File: src/rtl/wave_integrator.sv
// wave_integrator: rebuilds a waveform from offset first-difference samples.
// A frame opens with a raw seed sample (frame_start). Each later sample is a
// difference d = x[n-1] - x[n] + OFFSET, so x[n] = x[n-1] - (d - OFFSET).
// Results are clamped to the unsigned sample range, and clamping is flagged
// until the next seed. After GAP_MAX idle cycles the frame closes.
module wave_integrator #(
    parameter int FIFO_WIDTH = 8,
    parameter int OFFSET     = 128,
    parameter int GAP_MAX    = 16
) (
    input  logic                  clk_50M,
    input  logic                  rst_n,
    input  logic                  valid,
    input  logic                  frame_start,
    input  logic [FIFO_WIDTH-1:0] diff_data,
    output logic [FIFO_WIDTH-1:0] wave_out,
    output logic                  output_valid,
    output logic                  sat_flag,
    output logic [15:0]           sample_count
);

    // Two guard bits cover the full range acc - (d - OFFSET) without overflow.
    localparam int XW = FIFO_WIDTH + 2;
    localparam int GW = $clog2(GAP_MAX + 1);
    localparam logic signed [XW-1:0] OFFSET_S = XW'(OFFSET);
    localparam logic signed [XW-1:0] MAX_S    = XW'((1 << FIFO_WIDTH) - 1);

    typedef enum logic {IDLE, RUN} state_t;

    state_t                  state_q, state_d;
    logic [FIFO_WIDTH-1:0]   acc_q, acc_d;
    logic [FIFO_WIDTH-1:0]   wave_q, wave_d;
    logic                    ov_q, ov_d;
    logic                    sat_q, sat_d;
    logic [15:0]             cnt_q, cnt_d;
    logic [GW-1:0]           gap_q, gap_d;

    logic signed [XW-1:0]    x_full;
    logic [FIFO_WIDTH-1:0]   x_clamp;
    logic                    clamped;

    // Integrate one difference sample and clamp it into [0, 2^FIFO_WIDTH-1].
    always_comb begin
        x_full  = $signed({2'b00, acc_q}) - $signed({2'b00, diff_data}) + OFFSET_S;
        x_clamp = x_full[FIFO_WIDTH-1:0];
        clamped = 1'b0;
        if (x_full[XW-1]) begin
            x_clamp = '0;
            clamped = 1'b1;
        end else if (x_full > MAX_S) begin
            x_clamp = '1;
            clamped = 1'b1;
        end
    end

    // Next-state logic: seeding (from either state), integration and gap timeout.
    always_comb begin
        state_d = state_q;
        acc_d   = acc_q;
        wave_d  = wave_q;
        ov_d    = 1'b0;
        sat_d   = sat_q;
        cnt_d   = cnt_q;
        gap_d   = gap_q;
        if (valid && frame_start) begin
            state_d = RUN;
            acc_d   = diff_data;
            wave_d  = diff_data;
            ov_d    = 1'b1;
            sat_d   = 1'b0;
            cnt_d   = 16'd1;
            gap_d   = '0;
        end else if (state_q == RUN) begin
            if (valid) begin
                gap_d  = '0;
                acc_d  = x_clamp;
                wave_d = x_clamp;
                ov_d   = 1'b1;
                if (clamped) sat_d = 1'b1;
                if (cnt_q != 16'hFFFF) cnt_d = cnt_q + 16'd1;
            end else if (gap_q == GW'(GAP_MAX - 1)) begin
                // This idle cycle is the GAP_MAX-th in a row: close the frame,
                // leaving wave/sat/count visible until the next seed.
                state_d = IDLE;
                gap_d   = '0;
            end else begin
                gap_d = gap_q + GW'(1);
            end
        end
    end

    // State and output registers with asynchronous clear.
    always_ff @(posedge clk_50M or negedge rst_n) begin
        if (!rst_n) begin
            state_q <= IDLE;
            acc_q   <= '0;
            wave_q  <= '0;
            ov_q    <= 1'b0;
            sat_q   <= 1'b0;
            cnt_q   <= '0;
            gap_q   <= '0;
        end else begin
            state_q <= state_d;
            acc_q   <= acc_d;
            wave_q  <= wave_d;
            ov_q    <= ov_d;
            sat_q   <= sat_d;
            cnt_q   <= cnt_d;
            gap_q   <= gap_d;
        end
    end

    assign wave_out     = wave_q;
    assign output_valid = ov_q;
    assign sat_flag     = sat_q;
    assign sample_count = cnt_q;

endmodule

File: config.mk
export PLATFORM = sky130hd
export DESIGN_NAME = wave_integrator
export DESIGN_NICKNAME = d
export VERILOG_FILES = /design/src/rtl/wave_integrator.sv
export SDC_FILE = /design/constraint.sdc
export NUM_CORES = 1
export LEC_CHECK = 0
export CAP_MARGIN = 20
export CELL_PAD_IN_SITES_DETAIL_PLACEMENT = 0
export CELL_PAD_IN_SITES_GLOBAL_PLACEMENT = 1
export CORE_UTILIZATION = 39
export DETAILED_ROUTE_END_ITERATION = 8
export HOLD_SLACK_MARGIN = 0.02
export PLACE_DENSITY_LB_ADDON = 0.08
export SKIP_LAST_GASP = 1
export SYNTH_ARGS = -nofsm -noshare
export SYNTH_HDL_FRONTEND = slang
export SYNTH_SLANG_ARGS = --single-unit
File: constraint.sdc
create_clock -name clk_50M -period 3.3 [get_ports clk_50M]
set_input_delay 0.33 -clock clk_50M [delete_from_list [all_inputs] [get_ports clk_50M]]
set_output_delay 0.33 -clock clk_50M [all_outputs]
set_load 0.005 [all_outputs]
==> results of run 1 <==
[path summary, 6_finish.rpt]
check                      depth (start not counted)  slack [ns]         endpoint
min in group clk_50M                               1        0.51         gap_q[3]
hold reg to reg                                    1        0.51         gap_q[3]
setup reg to reg                                   9        0.52      wave_out[3]
hold / removal                                     2        0.46  sample_count[8]
max in group asynchronous                          2        2.55      wave_out[5]
setup / recovery                                  11        0.34      wave_out[3]
[cell usage in the layout, fill, tap and decap left out, types with 2 or more instances in the layout]
cell type,count
a221o_1,6
nand3b_1,3
nor3_1,5
dfrtp_1,32
nand4_1,4
ha_1,12
xor2_1,9
mux2i_1,2
nand2_1,10
inv_1,13
a21oi_1,18
xnor2_1,8
clkbuf_8,7
nor2_1,25
o41ai_1,2
a22oi_1,2
nand3_1,8
o211ai_1,2
o21ai_0,13
clkdlybuf4s50_1,37
buf_4,5
nand2b_1,6
[critical path: cells and delay by family]
kind	cells	cell delay (ns)
fa+ha+maj	2	0.63
compound gates	4	0.93
buf+inv	3	0.73
xor+xnor	2	0.50
[cell type report]
type                            count  area (µm²)
Clock inverter                      1        30.0
Tap cell                           67        83.8
Fill cell                         472        2240
Inverter                           14        52.6
Clock buffer                        7        96.3
Multi-Input combinational cell    153        1040
Sequential cell                    32         801
Timing Repair Buffer               42         408
[synthesized netlist by cell type (2+ instances only)]
library cell  count  area share (%)
dfrtp_1          32              41
nor2_1           25             4.9
a21oi_1          18             4.7
inv_1            13             2.5
o21ai_0          13             3.4
ha_1             12             7.8
nand2_1          10             1.9
xor2_1            9             4.1
nand3_1           8             2.1
xnor2_1           8             3.6
a221o_1           6             3.1
nand2b_1          6             1.9
nor3_1            5             1.3
nand4_1           4             1.3
clkbuf_1          3            0.58
nand3b_1          3             1.2
a22oi_1           2            0.78
buf_4             2            0.78
mux2i_1           2             1.0
o211ai_1          2            0.78
o41ai_1           2            0.91
[state kept, by name (all words and copies together) (netlist names)]
register	flops
sat_flag	1
output_valid	1
sample_count	16
wave_out	8
state_q	1
gap_q	5
[kinds of logic after synthesis]
kind of cell	after synthesis
xor gates and xnor gates	17
DFF	32
muxes	3
buffers and inverters	20
adders and majority gates	13
AOI/OAI and AO/OA	50
and+or+nand+nor	70
[power breakdown]
group	internal, W	leakage (nW)	switching [W]
logic	0.000469	0.620	0.000428
registers	0.000458	0.416	0.0000620
clock network	0.000266	0.0645	0.000148
total	0.00119	1.10	0.000639
[routing by layer]
metal  vias to the layer above  share of wire, %  GRT usage [%]
met1                       730                50           22.7
met2                        26                46           27.5
met3                         4               2.4           3.19
met5                         -                 0              0
li1                        811                 -              -
met4                         0              0.99           6.54
[per-stage QoR]
stage	hold slack, ns	cell area (µm²)	util [%]	cells	setup slack, ns
6_report	0.455	2510	52.9	316	0.342
5_1_grt	0.515	2510	52.9	316	0.182
4_1_cts	0.469	2510	52.9	316	0.356
3_5_place_dp	0.498	2390	50.2	308	0.0792
3_3_place_gp	0.497	2390	50.2	308	0.154
2_1_floorplan	0.0344	1930	-	205	0.666
==> metrics.txt, run 1 <==
status=completed; drt drc=0; Worst setup startpoint=diff_data[4]; Worst setup SP type=input port; CTS buffer count=5; overall power=0.00183 W; Core Area=4750 µm²; Setup Buffers After CTS=0; Initial Util=40.7%; ANT nets after route=0; crit path DAT=3.13 ns; ANT cells=0; DR vias=1571; Clock Skews=0.00309 ns; Crit Path Max Fanout=5; slowest stage delay, CP=0.48 ns; FF-to-FF Start=wave_out[4]; part of the cycle the worst path needs=89.6%; setup_tns=0 ns; largest family of logic cells by synthesized area=simple AND/OR/NAND/NOR gates; HP Class=in2async; Tot GR Track Use=17.0%; Final setup viols=0; clock root cell=clkbuf_8; cts hold-fix bufs=0; first-pass GRT wire length=6930 µm; initial antenna violation count=0; # rows=25; PwrDens=729 nW/µm²; final slew viol count=0; dpl hpwl=2970 µm; WL final=4140 µm; Worst EP required=3.47 ns; Async S/R FF share, synth=100%; share of cells above drive strength 1=7.63%; largest net degree at the start of global routing=33; total grt overflow=0; Max VDD drop=0.630 mV; Area Growth Syn to Fin=30.0%; prevailing post-synth register cell=dfrtp_1; syn nets=230; WS Path Type=in2reg; Clk pin slew, worst setup/hold paths=0.07 ns; worst slew pin tran=0.446 ns; Worst path slowest cell=clkdlybuf4s50_1; Ys Warns=0; clk sinks=32; post-cts resize count=0; endpoints failing hold=0; routed vias/inst=4.97; cells after synthesis=205; post-synthesis mux area share=1.62%; Period minus WS final=2.96 ns; Worst-Skew Late Latency=0.28 ns; post-synthesis adder-cell area fraction=8.80%; Lkg Pwr=1.10 nW; Max-Cap Viols=0; critical-path cell list=clkdlybuf4s50_1 -> inv_1 -> ha_1 -> a21o_1 -> o41ai_1 -> xor2_1 -> ha_1 -> xor2_1 -> buf_4 -> a21oi_1 -> a221o_1; achievable clock frequency=338 MHz; Post-synth EDFFs=0; PortBufs=37; Clock Path Buffers=2; TritonCTS clock tree=done; Synth Area in Compound Gates=16.8%; DR iter-0 viols=40; vias in the first global route=1496; Slew HR=70.3%; RSZ-0062 raised after global routing=no; drt first pass iters=4; Netlist Area Pre-Place=1930 µm²; H-tree levels=2; routability cong.=0.882; die width=72.4 µm; Nets=273; per-cell routed wire length=13.1 µm; syn avg cell area=9.43 µm²; Crit. End Element=flip-flop; chip height=72.4 µm; sequential fraction of the synthesis area=41.4%; Yosys cell types=41; synthesized flop and latch total=32; DIE AREA=5240 µm²; post-synthesis xor/xnor area fraction=7.70%; Ports=38; Post-Synth Simple-Gate Area=19.0%
No activity file was read; power rests on OpenSTA's default activity.
==> run 2, diff against run 1 <==
--- a/config.mk
+++ b/config.mk
@@ -6,11 +6,12 @@
 export NUM_CORES = 1
 export LEC_CHECK = 0
 export CAP_MARGIN = 20
-export CELL_PAD_IN_SITES_DETAIL_PLACEMENT = 0
-export CELL_PAD_IN_SITES_GLOBAL_PLACEMENT = 1
-export CORE_UTILIZATION = 39
+export CELL_PAD_IN_SITES_DETAIL_PLACEMENT = 1
+export CELL_PAD_IN_SITES_GLOBAL_PLACEMENT = 2
+export CORE_UTILIZATION = 31
 export DETAILED_ROUTE_END_ITERATION = 8
 export HOLD_SLACK_MARGIN = 0.02
+export MAX_ROUTING_LAYER = met4
 export PLACE_DENSITY_LB_ADDON = 0.08
 export SKIP_LAST_GASP = 1
 export SYNTH_ARGS = -nofsm -noshare
==> run 2 against run 1 <==
  * Final area down 0.20%
  * Total power down 1.5%
  * Fmax up 1.6%
  * Critical path type unchanged
  * Critical endpoint is now wave_out[0]
  * Largest power group unchanged
==> metrics.txt, run 2 (synthesis results as in run 1) <==
Final setup viols=0; setup_tns=0 ns; total grt overflow=0; RSZ-0062 raised after global routing=no; Clock Skews=0.0121 ns; Clock Path Buffers=2; fillcell total=709; overall power=0.00180 W; setup slack, reg-to-reg=0.55 ns; per-cell routed wire length=14.3 µm; cts hold-fix bufs=0; Period minus WS final=2.91 ns; die width=81.0 µm; vias in the first global route=1653; Worst R2R Path Depth=12; Crit. End Element=flip-flop; Area Growth Syn to Fin=29.8%; H-tree levels=2; WS Path Type=in2reg; DR vias=1623; ANT cells=0; Worst EP required=3.47 ns; most common cell after layout, fill and taps aside=clkdlybuf4s50_1; FF-to-FF Start=wave_out[0]; Lkg Pwr=1.09 nW; PortBufs=37; Nets=273; Slew HR=67.5%; clk sinks=32; worst reg2reg path endpoint=wave_out[0]; HP Class=in2async; Initial Util=32.5%; Setup Buffers After CTS=0; Largest delay share family, worst path=compound AO/OA/AOI/OAI gates; TritonCTS clock tree=done; endpoints failing hold=0; post-cts resize count=0; achievable clock frequency=343 MHz; chip height=81.0 µm; first-pass GRT wire length=7890 µm; DR iter-0 viols=54; slowest stage delay, CP=0.48 ns; critical path buffer and inverter count=3; Ports=38; status=completed; ANT nets after route=0; most frequent cells in the layout=clkdlybuf4s50_1, dfrtp_1, nor2_1; initial antenna violation count=0; Max VDD drop=0.497 mV; Max-Cap Viols=0; CTS buffer count=5; part of the cycle the worst path needs=88.2%; Crit Path Max Fanout=4; CP Depth=11; drt drc=0; PwrDens=719 nW/µm²; Largest register FFs=16; dpl hpwl=3380 µm; worst slew pin tran=0.488 ns; # rows=28; share of cells above drive strength 1=7.63%; Core Area=5960 µm²; final slew viol count=0; Clk pin slew, worst setup/hold paths=0.08 ns; drt first pass iters=4; routed vias/inst=5.01; DIE AREA=6560 µm²; critical-path cell list=clkdlybuf4s50_1 -> inv_1 -> ha_1 -> a21o_1 -> o41ai_1 -> xor2_1 -> ha_1 -> xor2_1 -> buf_4 -> a21oi_1 -> a221o_1; Worst-Skew Late Latency=0.30 ns; clock root cell=clkbuf_8; largest net degree at the start of global routing=33; Worst path slowest cell=clkdlybuf4s50_1; crit path DAT=3.08 ns; WL final=4640 µm; Tot GR Track Use=16.7%; routability cong.=0.690; Worst setup SP type=input port
[run 2: cell types whose count changed in the layout (fill, tap and decap cells not counted)]
cell	change
clkinv_2	+1
clkbuf_8	-2
clkinvlp_4	+1
[run 2: area by class of cell]
| cell class | count | area [µm²] | area share, % |
|---|---|---|---|
| multi-input combinational | 153 | 1040 | 41.5 |
| timing repair buffer | 42 | 408 | 16.3 |
| tap | 75 | 93.8 | 3.74 |
| clock inverter | 3 | 42.5 | 1.70 |
| clock buffer | 5 | 68.8 | 2.74 |
| inverter | 14 | 52.6 | 2.09 |
| sequential | 32 | 801 | 31.9 |
[run 2: metrics by stage]
step	worst slack (ns)	utilization, %	hold slack (ns)	area [µm²]	std cells
CTS	0.370	42.1	0.450	2510	324
global route	0.221	42.1	0.487	2510	324
detailed placement	0.0847	40.3	0.504	2400	316
finish	0.388	42.1	0.441	2510	324
global placement	0.109	40.3	0.493	2400	316
floorplan	0.666	-	0.0344	1930	205
[run 2: layer usage]
metal | GRT usage, % | up-vias | routed length [µm]
met5 | - | - | 0
met1 | 20.8 | 780 | 2200
met4 | 7.50 | 0 | 86
met2 | 26.0 | 28 | 2180
li1 | - | 808 | -
met3 | 3.60 | 7 | 173
[run 2: worst register-to-register path, delay by kind of cell (launching register included)]
kind | cells | cell delay (ns)
buffers and inverters | 2 | 0.25
adders and majority gates | 3 | 0.92
DFF | 1 | 0.38
and+or+nand+nor | 2 | 0.25
xor gates and xnor gates | 1 | 0.25
AOI/OAI and AO/OA | 4 | 0.58
[run 2: report_power, final]
group          switching (W)  total [W]  internal, W
Sequential         0.0000643   0.000522     0.000458
Combinational       0.000425   0.000895     0.000470
Clock               0.000164   0.000388     0.000224
[run 2: how the worst max path moves through the flow]
stage,start,to,slack [ns]
floorplan,wave_out[4],wave_out[0],0.67
global placement,diff_data[4],wave_out[5],0.11
detailed placement,diff_data[4],wave_out[5],0.08
CTS,diff_data[4],wave_out[0],0.37
global route,diff_data[4],wave_out[3],0.22
finish,diff_data[4],wave_out[0],0.39
==> run 3, diff against run 2 <==
--- a/config.mk
+++ b/config.mk
@@ -17,3 +17,4 @@
 export SYNTH_ARGS = -nofsm -noshare
 export SYNTH_HDL_FRONTEND = slang
 export SYNTH_SLANG_ARGS = --single-unit
+export TNS_END_PERCENT = 50
==> results of run 3 <==
The final DEF is identical to that of run 2; final timing and power are the same.
